**src/rtl/square_pkg.sv**
```systemverilog
// square_pkg: fixed widths and FSM state type shared by square
package square_pkg;
  localparam int Y_W = 4;
  localparam int X_W = 8;
  localparam int CNT_W = 2;
  typedef enum logic [1:0] {IDLE, CALC, DONE} state_t;
endpackage

```
**src/rtl/square.sv**
```systemverilog
// square: squares y_in (clk, rst, y_in, y_ready -> x_out, x_ready) by shift-and-add, one bit per cycle; SQUARE_SKID_EN adds a one-entry skid buffer
module square
  import square_pkg::*;
(
  input  logic           clk,
  input  logic           rst,
  input  logic [Y_W-1:0] y_in,
  input  logic           y_ready,
  output logic [X_W-1:0] x_out,
  output logic           x_ready
);
  state_t state, state_n;
  logic [Y_W-1:0] op, mul, src;
  logic [X_W-1:0] acc, sum;
  logic [CNT_W-1:0] cnt;
  logic start, last;
`ifdef SQUARE_SKID_EN
  logic [Y_W-1:0] skid_val;
  logic skid_vld;
`endif
  always_comb begin
    sum = acc + (mul[cnt] ? X_W'(op) << cnt : '0);
    last = (state == CALC) && (&cnt);
`ifdef SQUARE_SKID_EN
    start = ((state == IDLE) && y_ready) || ((state == DONE) && (skid_vld || y_ready));
    src = ((state == DONE) && skid_vld) ? skid_val : y_in;
`else
    start = (state != CALC) && y_ready;
    src = y_in;
`endif
    state_n = start ? CALC : last ? DONE : (state == CALC) ? CALC : IDLE;
  end
  always_ff @(posedge clk) begin
    if (rst) begin
      state <= IDLE;
      op <= '0;
      mul <= '0;
      acc <= '0;
      cnt <= '0;
      x_out <= '0;
      x_ready <= 1'b0;
    end else begin
      state <= state_n;
      x_ready <= last;
      if (start) begin
        op <= src;
        mul <= src;
        acc <= '0;
        cnt <= '0;
      end else if (state == CALC) begin
        acc <= sum;
        cnt <= cnt + CNT_W'(1);
      end
      if (last) x_out <= sum;
    end
  end
`ifdef SQUARE_SKID_EN
  always_ff @(posedge clk) begin
    if (rst) begin
      skid_vld <= 1'b0;
      skid_val <= '0;
    end else if ((state == CALC) && y_ready && !skid_vld) begin
      skid_val <= y_in;
      skid_vld <= 1'b1;
    end else if ((state == DONE) && skid_vld) begin
      skid_val <= y_ready ? y_in : skid_val;
      skid_vld <= y_ready;
    end
  end
`endif
endmodule

```
**config.mk**
```make
export PLATFORM = sky130hd
export DESIGN_NAME = square
export DESIGN_NICKNAME = d
export VERILOG_FILES = /design/src/rtl/square_pkg.sv /design/src/rtl/square.sv
export SDC_FILE = /design/constraint.sdc
export NUM_CORES = 1
export LEC_CHECK = 0
export ABC_CLOCK_PERIOD_IN_PS = 5890
export BUFFER_PORTS_ARGS = -buffer_cell sky130_fd_sc_hd__buf_2
export CAP_MARGIN = 10
export CORE_ASPECT_RATIO = 2
export CORE_MARGIN = 1
export CORE_UTILIZATION = 50
export DETAILED_ROUTE_END_ITERATION = 12
export GPL_ROUTABILITY_DRIVEN = 1
export MAX_ROUTING_LAYER = met4
export PLACE_DENSITY = 0.75
export SLEW_MARGIN = 0
export SYNTH_ARGS = -nofsm -noshare
export SYNTH_HDL_FRONTEND = slang
export SYNTH_SLANG_ARGS = --single-unit
export TNS_END_PERCENT = 30
```
**constraint.sdc**
```tcl
create_clock -name clk -period 5.89 [get_ports clk]
set_clock_uncertainty 0.05 [all_clocks]
set_input_delay 1.178 -clock clk [delete_from_list [all_inputs] [get_ports clk]]
set_output_delay 1.178 -clock clk [all_outputs]
set_load 0.005 [all_outputs]
```
---- Word level (Yosys, flattened, before mapping) ----
Index checks and enable logic that the tools add are counted.
cells by class
  add/sub/neg operators ................... 2
  magnitude comparators ................... 1
  eq/ne operators ......................... 2
  shift operators ......................... 1
  mux-type cells .......................... 6
  reduce and logical (&&, ||, !) cells .... 4
operators by type and width
  operator                                                    number
  adder 8 bit                                                 1
  two-way mux 8 bit                                           1
  << shifter 4 x 2 -> 8 bit                                   1
  less-than comparator 2 x 3 -> 1 bit, second input constant  1
  two-way mux 1 bit                                           3
  adder 2 x 1 -> 2 bit, second input constant                 1
  binary-select mux 1 bit (select 2 bit)                      1
  equality test 2 x 1 -> 1 bit, second input constant         1
  logical AND 1 bit                                           2
  two-way mux 2 bit                                           1
  != test 2 x 1 -> 1 bit, second input constant               1
  AND reduction 2 bit                                         1
  OR reduction 2 bit                                          1
storage, ports and cells
  flip-flop bits (word level) ............. 25
  input bits .............................. 7

---- Logic depth before layout (Yosys ltp) ----
  depth in word-level cells ............... 4
  mapped depth ............................ 9
  depth with buffers taken out ............ 8

---- Least setup slack after synthesis ----
No wires, ideal clock.
  path kind ............................... input to register
  from .................................... in rst
  to ...................................... reg state[1]
  setup time .............................. 0.128 ns
  data arrival time ....................... 1.984 ns
  slack ................................... 3.728 ns
  stages .................................. 4
  cell sequence ........................... clkbuf_1 > clkbuf_1 > clkbuf_1 > nor2_1
between the ends
  longest elaborated chain between the ends .. 1
ends and longest elaborated chain
  what                          line          source
  from (decl)                   square.sv:6   input logic rst,
  OR reduction 2 bit (no line)  -
  to (signal assigned)          square.sv:43  state <= state_n;
  to (decl)                     square.sv:12  state_t state, state_n;
Every way passes these cells.
A chain may end at the register's enable or synchronous reset.

---- Final worst setup path ----
  from .................................... reg cnt[0]
  to ...................................... reg x_out[6]
between the ends
  longest elaborated chain between the ends .. 4
  elaborated cells on any way between the ends .. 7
ends and longest elaborated chain
  what                                     line          source
  from (decl)                              square.sv:15  logic [CNT_W-1:0] cnt;
  from (signal assigned)                   square.sv:52  cnt <= cnt + CNT_W'(1);
  binary-select mux 1 bit (select 2 bit)   square.sv:22  sum = acc + (mul[cnt] ? X_W'(op) << cnt : '0);
  two-way mux 1 bit (implied by the code)  square.sv:22
  two-way mux 8 bit                        square.sv:22
  adder 8 bit                              square.sv:22
  to (signal assigned)                     square.sv:54  if (last) x_out <= sum;
  to (decl)                                square.sv:9   output logic [X_W-1:0] x_out,
Several ways; a longest one is shown, not always the timed one. The select of a mux whose other input is x is not followed.

==> impl_metrics.py <==
metrics = {
    "outcome": {
        "status": "finished clean",
    },
    "setup_path": {
        "r2r-end": "x_out[6]",
        "worstSetupPathType": "reg -> reg",
        "reg2reg_from": "cnt[0]",
        "critPathRequiredTime_ns": 5.98,
        "ff2ff_setup_slack_ns": 3.58,
        "critPathArrivalTime_ns": 2.40,
        "cp_max_fo": 9,
        "crit_path_end_kind": "flip-flop",
        "cp-start-kind": "flip-flop",
        "reg2reg_depth": 8,
    },
    "synthesis": {
        "synth_edf_count": 0,
        "synth_top_area_share_pct": 37.1,
        "yosysMostFrequentCell": "nand2_1",
        "synth_area_leader_cell": "dfxtp_1",
        "synthesis.instances": 167,
        "ys_seq_elements": 25,
        "yosys-top-cells-count": "nand2_1, dfxtp_1, a21oi_1",
        "syn_nets": 183,
        "ys_types": 34,
        "syn_area_per_cell_um2": 8.08,
        "synth_flop_cell": "dfxtp_1",
        "synthArstFlopShare_pct": 0,
        "netlist_area_mm2": 0.00135,
        "ys_seq_area_share_pct": 37.1,
        "yosys-top-cells-area": "dfxtp_1, nand2_1, a21oi_1",
        "yosysWarnings": 0,
    },
    "detailed_routing": {
        "firstDrtPassIters": 4,
        "drc": 0,
        "vias": 1230,
        "drt-total-wl_mm": 3.14,
        "drt_iter0_drc": 69,
        "wire_per_inst_um": 15.3,
        "post_drt_via_cell_ratio": 6.00,
        "ant_nets": 0,
    },
    "die": {
        "io_pins": 16,
        "row_count": 26,
        "start_util_pct": 52.5,
        "die_w_um": 38.7,
        "die_y_um": 75.5,
        "dieArea_mm2": 0.00292,
        "core_area_mm2": 0.00257,
    },
    "pwr": {
        "powerDensity_mw_per_mm2": 205,
        "pwr-share-clk_pct": 33.2,
        "swShare_pct": 23.9,
        "seq_power_share_pct": 58.7,
        "cellLeakagePower_nw": 0.593,
        "peakVddDrop_mv": 0.159,
        "switchingPower_mw": 0.0717,
        "fin_total_pwr_mw": 0.301,
        "pwr-share-comb_pct": 8.1,
        "p_int_mw": 0.229,
    },
    "hold_path": {
        "holdPathEnd": "x_out[0]",
        "worstHoldPathType": "reg -> reg",
        "hold_depth": 2,
        "hold_path_startpoint": "x_out[0]",
    },
    "layout": {
        "drive_above_1_share_pct": 10.7,
        "instances_no_fill": 205,
        "fillCellCount": 236,
        "syn2layout_area_growth_pct": 8.62,
        "diodes": 0,
        "final_nets": 194,
    },
    "global_routing": {
        "grt_pass1_wl_mm": 4.87,
        "grt_pass1_vias": 1113,
        "track_usage_pct": 24.2,
        "antenna_found_initial": 0,
        "gr-total-overflow": 0,
        "grt_start_max_net_pins": 27,
    },
    "sta": {
        "finalSetupViolCount": 0,
        "period_minus_slack_ns": 2.31,
        "slew_violations": 0,
        "slew_headroom_pct": 45.5,
        "worst_slew_pin_slew_ns": 0.816,
        "rsz0062_at_grt": "no",
        "fmax_ghz": 0.434,
        "tns_ns": 0,
        "fin_crit_sh_pct": 39.1,
        "finalHoldViolCount": 0,
    },
    "placed_design": {
        "gp_congestion": 0.864,
        "hpwl_mm": 2.45,
        "port_buffers": 15,
        "dp.cells": 201,
    },
    "clock_tree": {
        "postCtsResizedCells": 0,
        "cts.reportedPaths.clkPinSlew_ns": 0.08,
        "cts_tree": "yes",
        "numClockSinks": 25,
        "clkLatencyLatePin_ns": 0.26,
        "htree_levels": 1,
        "cts_setup_buffers": 0,
        "holdBufCountCts": 0,
        "cts_buffer_depth": 2,
        "clockRootBuffer": "clkbuf_8",
        "cts_made_buffers": 3,
    },
    "flow_run": {
        "max-cap-violations": 0,
    },
}
[state kept, by name, summed over array words and instances, names as in the netlist]
name and count:
acc 8, cnt 2, mul 4, state 2
x_out 8, x_ready 1
[cell type report]
class / instances / area (um^2) / area share [%]
Timing Repair Buffer: 15 / 75.1 / 5.12
Sequential cell: 25 / 500 / 34.1
Inverter: 5 / 18.8 / 1.28
Clock buffer: 4 / 45.0 / 3.07
Tap cell: 28 / 35.0 / 2.39
Multi-Input combinational cell: 128 / 792 / 54.0
[critical path, cell delays in order (launching register included)]
cell and delay [ns]:
dfxtp_1 0.40, nor3b_1 0.26, ha_1 0.21, inv_1 0.06
fa_1 0.40, nor2b_1 0.21, o31ai_1 0.13, a211oi_1 0.35
o31ai_1 0.12
[cell usage in the layout (no fill, tap or decap), types with 2 or more instances in the layout]
| cell | instances |
|---|---|
| nand2_1 | 28 |
| dfxtp_1 | 25 |
| a21oi_1 | 20 |
| buf_2 | 15 |
| nand3_1 | 11 |
| ha_1 | 8 |
| nand3b_1 | 7 |
| nor2_1 | 6 |
| inv_1 | 5 |
| o21ai_0 | 5 |
| nor2b_1 | 4 |
| nand2b_1 | 3 |
| o21a_1 | 3 |
| o31ai_1 | 3 |
| a211oi_1 | 3 |
| or3_1 | 3 |
| o211ai_1 | 3 |
| clkbuf_8 | 3 |
| nor3b_1 | 2 |
| and3_1 | 2 |
| nor3_1 | 2 |
| xnor2_1 | 2 |
| a2111o_1 | 2 |
[stage by stage]
stage	instance area [um^2]	util [%]	hold WS [ns]	setup slack [ns]
2_1_floorplan	1350	-	0.391	3.73
3_3_place_gp	1420	55.3	0.394	3.72
3_5_place_dp	1420	55.3	0.395	3.62
4_1_cts	1470	57.1	0.407	3.57
5_1_grt	1470	57.1	0.443	3.42
6_report	1470	57.1	0.408	3.58
[power groups by stage]
stage          clock network (mW)  registers [mW]  logic (mW)
2_1_floorplan                   0           0.179      0.0193
3_3_place_gp                    0           0.180      0.0236
3_5_place_dp                    0           0.180      0.0242
4_1_cts                     0.103           0.176      0.0243
5_1_grt                     0.109           0.177      0.0272
6_report                   0.0997           0.177      0.0244
[layer usage]
| layer | vias up | part of all wire, % | global-route usage [%] |
|---|---|---|---|
| met4 | 0 | 2.1 | 8.43 |
| met2 | 34 | 58 | 45.9 |
| li1 | 611 | - | - |
| met3 | 11 | 2.8 | 3.21 |
| met5 | - | 0 | - |
| met1 | 574 | 37 | 23.5 |
[cell families (layout without fill, tap and decap cells)]
logic type	after synthesis	count (layout)	share of synthesized area, %
XOR/XNOR	3	3	1.95
AO/OA/AOI/OAI	44	44	20.9
buffers and inverters	14	24	4.26
AND/OR/NAND/NOR	72	72	26.9
adder cells (fa/ha/maj)	9	9	8.90
flip-flops	25	25	37.1
[how the worst max path moves through the flow]
stage	cells past startpoint	endpoint	startpoint
final	8	x_out[6]	cnt[0]
after CTS	8	x_out[6]	cnt[0]
after detailed placement	8	x_out[6]	cnt[0]
after floorplan	4	state[1]	rst
after global placement	8	x_out[6]	cnt[0]
after global routing	8	x_out[6]	cnt[0]
(Power assumes the default switching activity.)
